$ cat src/rtl/adc_i2c_target.sv
// I2C target emulating an ADS1115-style four-register map (conversion, config, lo/hi threshold).
// Optional SCL-low bus timeout is enabled by defining ADC_I2C_TARGET_TIMEOUT_EN.
module adc_i2c_target #(
    parameter logic [6:0]  ADDRESS        = 7'b1001001,
    parameter logic [15:0] CONFIG_RESET   = 16'h8583,
    parameter logic [31:0] TIMEOUT_CYCLES = 32'd2700000
) (
    input  logic        clk,
    input  logic        reset,
    input  logic        scl,
    input  logic        sdaIn,
    output logic        sdaOut,
    output logic        isSending,
    input  logic [15:0] convValue,
    input  logic        convLoad,
    output logic [15:0] configReg,
    output logic [15:0] loThresh,
    output logic [15:0] hiThresh,
    output logic        configWritten,
    output logic        convStart
);

    typedef enum logic [3:0] {
        IDLE, ADDR, ADDR_ACK, PTR, PTR_ACK, WDATA, WDATA_ACK, RDATA, RDATA_ACK, IGNORE
    } state_t;

    state_t      state;
    logic        scl_p0, scl_p1, scl_p2;
    logic        sda_p0, sda_p1, sda_p2;
    logic [2:0]  bit_cnt;
    logic [6:0]  shift;
    logic [1:0]  ptr;
    logic        byte_msb;
    logic        rw;
    logic [7:0]  msb_hold;
    logic [15:0] snap;
    logic [15:0] conv_reg;
    logic [15:0] sel_value;
    logic [7:0]  rx_byte;
    logic [7:0]  tx_byte;
    logic        scl_rise, scl_fall, start_det, stop_det, bus_ok, last_bit, timeout;

    // Stage boundary: two-flop synchronizers plus a history flop for edge detection
    always_ff @(posedge clk) begin
        if (reset) begin
            {scl_p0, scl_p1, scl_p2} <= 3'b111;
            {sda_p0, sda_p1, sda_p2} <= 3'b111;
        end else begin
            scl_p0 <= scl;
            scl_p1 <= scl_p0;
            scl_p2 <= scl_p1;
            sda_p0 <= sdaIn;
            sda_p1 <= sda_p0;
            sda_p2 <= sda_p1;
        end
    end

    // While we hold SDA low the line reflects our own drive, not the initiator.
    assign bus_ok    = ~(isSending & ~sdaOut);
    assign scl_rise  = scl_p1 & ~scl_p2;
    assign scl_fall  = ~scl_p1 & scl_p2;
    assign start_det = scl_p1 & scl_p2 & sda_p2 & ~sda_p1 & bus_ok;
    assign stop_det  = scl_p1 & scl_p2 & ~sda_p2 & sda_p1 & bus_ok;
    assign rx_byte   = {shift, sda_p1};
    assign last_bit  = (bit_cnt == 3'd7);
    assign tx_byte   = byte_msb ? snap[15:8] : snap[7:0];

    always_comb begin
        sel_value = conv_reg;
        case (ptr)
            2'd1:    sel_value = configReg;
            2'd2:    sel_value = loThresh;
            2'd3:    sel_value = hiThresh;
            default: sel_value = conv_reg;
        endcase
    end

`ifdef ADC_I2C_TARGET_TIMEOUT_EN
    logic [31:0] to_cnt;

    always_ff @(posedge clk) begin
        if (reset) begin
            to_cnt <= 32'd0;
        end else if (scl_p1 || state == IDLE || state == IGNORE) begin
            to_cnt <= 32'd0;
        end else if (!timeout) begin
            to_cnt <= to_cnt + 32'd1;
        end
    end

    assign timeout = (to_cnt >= TIMEOUT_CYCLES);
`else
    assign timeout = 1'b0 & (TIMEOUT_CYCLES != 32'd0);
`endif

    // Stage boundary: protocol FSM acting on synchronized edges
    always_ff @(posedge clk) begin
        if (reset) begin
            state         <= IDLE;
            bit_cnt       <= 3'd0;
            shift         <= 7'd0;
            ptr           <= 2'd0;
            byte_msb      <= 1'b1;
            rw            <= 1'b0;
            msb_hold      <= 8'd0;
            snap          <= 16'd0;
            conv_reg      <= 16'd0;
            configReg     <= CONFIG_RESET;
            loThresh      <= 16'h8000;
            hiThresh      <= 16'h7FFF;
            sdaOut        <= 1'b1;
            isSending     <= 1'b0;
            configWritten <= 1'b0;
            convStart     <= 1'b0;
        end else begin
            configWritten <= 1'b0;
            convStart     <= 1'b0;
            if (convLoad)
                conv_reg <= convValue;

            if (start_det || stop_det || timeout) begin
                state     <= start_det ? ADDR : IDLE;
                bit_cnt   <= 3'd0;
                sdaOut    <= 1'b1;
                isSending <= 1'b0;
            end else if (scl_rise) begin
                case (state)
                    ADDR: begin
                        shift   <= rx_byte[6:0];
                        bit_cnt <= bit_cnt + 3'd1;
                        if (last_bit) begin
                            rw    <= sda_p1;
                            state <= (rx_byte[7:1] == ADDRESS) ? ADDR_ACK : IGNORE;
                        end
                    end
                    PTR: begin
                        shift   <= rx_byte[6:0];
                        bit_cnt <= bit_cnt + 3'd1;
                        if (last_bit) begin
                            ptr   <= rx_byte[1:0];
                            state <= PTR_ACK;
                        end
                    end
                    WDATA: begin
                        shift   <= rx_byte[6:0];
                        bit_cnt <= bit_cnt + 3'd1;
                        if (last_bit) begin
                            byte_msb <= ~byte_msb;
                            state    <= WDATA_ACK;
                            if (byte_msb) begin
                                msb_hold <= rx_byte;
                            end else begin
                                case (ptr)
                                    2'd1: begin
                                        configReg     <= {1'b1, msb_hold[6:0], rx_byte};
                                        configWritten <= 1'b1;
                                        convStart     <= msb_hold[7];
                                    end
                                    2'd2:    loThresh <= {msb_hold, rx_byte};
                                    2'd3:    hiThresh <= {msb_hold, rx_byte};
                                    default: ;
                                endcase
                            end
                        end
                    end
                    RDATA: begin
                        bit_cnt <= bit_cnt + 3'd1;
                        if (last_bit)
                            state <= RDATA_ACK;
                    end
                    RDATA_ACK: begin
                        if (sda_p1) begin
                            state <= IGNORE;
                        end else begin
                            state    <= RDATA;
                            byte_msb <= ~byte_msb;
                        end
                    end
                    default: ;
                endcase
            end else if (scl_fall) begin
                case (state)
                    // First fall drives the ACK, second fall ends the ACK slot.
                    ADDR_ACK: begin
                        if (!isSending) begin
                            isSending <= 1'b1;
                            sdaOut    <= 1'b0;
                            snap      <= sel_value;
                        end else if (rw) begin
                            state    <= RDATA;
                            byte_msb <= 1'b1;
                            bit_cnt  <= 3'd0;
                            sdaOut   <= snap[15];
                        end else begin
                            state     <= PTR;
                            isSending <= 1'b0;
                            sdaOut    <= 1'b1;
                        end
                    end
                    PTR_ACK, WDATA_ACK: begin
                        if (!isSending) begin
                            isSending <= 1'b1;
                            sdaOut    <= 1'b0;
                        end else begin
                            if (state == PTR_ACK)
                                byte_msb <= 1'b1;
                            state     <= WDATA;
                            isSending <= 1'b0;
                            sdaOut    <= 1'b1;
                        end
                    end
                    RDATA: begin
                        isSending <= 1'b1;
                        sdaOut    <= tx_byte[3'd7 - bit_cnt];
                    end
                    RDATA_ACK: begin
                        isSending <= 1'b0;
                        sdaOut    <= 1'b1;
                    end
                    default: ;
                endcase
            end
        end
    end

endmodule

$ cat config.mk
export PLATFORM = sky130hd
export DESIGN_NAME = adc_i2c_target
export DESIGN_NICKNAME = d
export VERILOG_FILES = /design/src/rtl/adc_i2c_target.sv
export SDC_FILE = /design/constraint.sdc
export NUM_CORES = 1
export LEC_CHECK = 0
export ABC_AREA = 1
export CAP_MARGIN = 20
export CORE_UTILIZATION = 58
export DETAILED_ROUTE_END_ITERATION = 6
export PLACE_DENSITY = 0.89
export SYNTH_ARGS = -nofsm -noshare
export SYNTH_HDL_FRONTEND = slang
export SYNTH_SLANG_ARGS = --single-unit
$ cat constraint.sdc
create_clock -name clk -period 2.7 [get_ports clk]
set_input_delay 0.405 -clock clk [delete_from_list [all_inputs] [get_ports clk]]
set_output_delay 0.405 -clock clk [all_outputs]
set_load 0.05 [all_outputs]
==> reports/metrics.yaml <==
global_routing:
  grt_pass1_vias: 4874
  grt_max_degree: 44
  grt_pass1_wl_um: 24600
  grt.overflow.total: 0
  grt_use_total_pct: 36.2
  antenna_found_initial: 0
placed_design:
  dpl_cell_area_um2: 5820
  gp_congestion: 0.972
  io_buffers: 71
  hpwl_um: 10100
power_and_ir_drop:
  leakagePower_nw: 2.78
  intPower_w: 0.00337
  p_per_area_nw_per_um2: 666
  p_sw_share_pct: 21.6
  vdd_ir_drop_max_v: 0.000441
  p_comb_share_pct: 3.7
  p_clk_share_pct: 55.9
  p_switching_w: 0.000927
  seq_power_share_pct: 40.4
  power_w: 0.00430
sta:
  tightest_slew_ns: 0.616
  min_period_over_period_pct: 83.5
  setup_tns_ns: 0
  holdWs_ns: 0.411
  final-max-slew-violation-count: 0
  setup_viol: 0
  fin_crit_ns: 2.26
  hold_violations: 0
  slew_headroom_pct: 58.9
  clock_skew_ns: 0.00709
  rsz0062_at_grt: "no"
  timing.fmax_ghz: 0.443
drt:
  dr.first_iter.drc_count: 534
  detailedRoute.firstPassIterationCount: 6
  wl_per_cell_um: 17.9
  viasPerCell: 6.03
  routed_wl_um: 15700
  via_count: 5295
  drc: 0
  drt.antenna.violating_nets: 0
setup_path:
  cp.required_ns: 3.15
  cp-start-kind: "flop"
  cp_top_family: "simple AND/OR/NAND/NOR gates"
  path_cells: "ha_1, nand2_1, nor3_1, nand2_2, inv_1, nor2_1, nor2_1"
  worst_ep_arrival_time_ns: 2.71
  worst_setup_path_end_kind: "flop"
  cp_slowest_cell: "ha_1"
  crit_fanout: 27
  r2r_slack_ns: 0.44
  startpoint: "scl_p1"
  cp_num_buf_inv: 1
  crit_type: "reg2reg"
  slowest_delay_ns: 0.44
  reg2reg_from: "scl_p1"
  crit_top_cell: "nor2_1"
flow_run:
  drv_cap: 0
clocking:
  post_cts_buffers: 0
  cts_max_path_buffers: 2
  numClockSinks: 115
  numCtsBuffers: 17
  cts-root-buf: "clkbuf_8"
  clock_latency_ns: 0.53
  cts_resized: 0
  hold_buffers: 0
  h-tree-depth: 4
  cts_tree: "yes"
  clk_pin_slew_ns: 0.06
floorplanning:
  die_w_um: 95.7
  row_count: 33
  die-height_um: 95.7
  core-area_um2: 8340
  pin_count: 73
  dieArea_um2: 9150
  start_util_pct: 61.0
final_layout:
  final_common_cell: "nand2_1"
  utilization_pct: 77.3
  fin_nets: 787
  area_growth_pct: 26.7
  drive_above_1_share_pct: 8.80
  diodes: 0
  nFillCells: 567
  layout_common_cells: "nand2_1, dfxtp_1, nor2_1"
  fin_area_um2: 6450
synth:
  yosysSeqAreaShare_pct: 45.3
  syn-num-nets: 724
  synthCells: 698
  ys_ff_latch: 115
  yosys_warnings: 0
  netlist_area_um2: 5090
  syn-mean-instance-area_um2: 7.29
  yosysUniqueCellTypes: 36
min_path:
  hp-start: "sda_p0"
  hold_class: "reg2reg"
run_status:
  status: "completed"
## power by group through the flow
| stage | Clock (W) | Sequential [W] | Combinational, W |
|---|---|---|---|
| after floorplan | 0 | 0.00177 | 0.0000980 |
| after global placement | 0 | 0.00177 | 0.000152 |
| after detailed placement | 0 | 0.00177 | 0.000154 |
| after CTS | 0.00239 | 0.00174 | 0.000155 |
| after global routing | 0.00247 | 0.00174 | 0.000174 |
| final | 0.00240 | 0.00174 | 0.000158 |
## layer usage
metal | GRT usage [%] | up-vias | wire, um
li1 | - | 2436 | -
met1 | 46.7 | 2426 | 6240
met2 | 58.1 | 388 | 7350
met3 | 6.46 | 45 | 1670
met4 | 17.9 | 0 | 483
met5 | 0 | - | 0
## stage by stage
stage	setup slack [ns]	cells
floorplan	0.912	698
global placement	0.627	847
detailed placement	0.562	847
CTS	0.481	878
global route	0.248	878
finish	0.445	878
## kinds of logic after synthesis
| group | Yosys count | synth area share (%) |
|---|---|---|
| other | 1 | 0.0737 |
| DFF | 115 | 45.3 |
| AOI/OAI and AO/OA | 167 | 19.0 |
| adders and majority gates | 5 | 1.23 |
| xor gates and xnor gates | 1 | 0.172 |
| and+or+nand+nor | 309 | 26.0 |
| buffers and inverters | 100 | 8.24 |
## synthesized netlist by cell type
library cell | number | area, um^2
a211oi_1 | 12 | 90.1
a21oi_1 | 53 | 265
a221oi_1 | 7 | 61.3
a22o_1 | 2 | 17.5
a31oi_1 | 4 | 25.0
buf_1 | 1 | 3.75
buf_2 | 14 | 70.1
buf_4 | 5 | 37.5
buf_6 | 1 | 11.3
clkbuf_1 | 16 | 60.1
clkinv_1 | 1 | 3.75
conb_1 | 1 | 3.75
dfxtp_1 | 115 | 2300
ha_1 | 5 | 62.6
inv_1 | 53 | 199
inv_2 | 9 | 33.8
nand2_1 | 129 | 484
nand2_2 | 2 | 12.5
nand2_4 | 1 | 11.3
nand3_1 | 37 | 185
nand3_2 | 1 | 10.0
nand4_1 | 5 | 31.3
nand4_2 | 1 | 12.5
nor2_1 | 114 | 428
nor2_2 | 3 | 18.8
nor2_4 | 3 | 33.8
nor3_1 | 4 | 20.0
nor3_4 | 2 | 32.5
nor4_1 | 2 | 12.5
o211ai_1 | 22 | 165
o211ai_2 | 1 | 12.5
o21ai_0 | 62 | 310
o21ai_1 | 4 | 20.0
or2_2 | 4 | 25.0
or3_1 | 1 | 6.26
xor2_1 | 1 | 8.76
## worst reg2reg max path, cell delays in order (launching register included)
cell and delay (ns):
dfxtp_1 0.37, ha_1 0.44, nand2_1 0.24, nor3_1 0.27, nand2_2 0.34, inv_1 0.31
nor2_1 0.08, nor2_1 0.13
## layout make-up
type / instances / area (um^2) / share of cell area [%]
multi-input combinational: 483 / 2370 / 36.7
sequential: 115 / 2300 / 35.7
timing repair buffer: 81 / 786 / 12.2
clock buffer: 18 / 418 / 6.48
inverter: 63 / 236 / 3.67
clock inverter: 13 / 208 / 3.22
tap: 105 / 131 / 2.04
## worst paths after layout
path | to | cells after the start
worst min register to register | sda_p1 | 1
worst max register to register | loThresh[8] | 7
worst min-delay path | sda_p1 | 1
worst max-delay path | loThresh[8] | 7
Power figures use the tool's default switching activity.
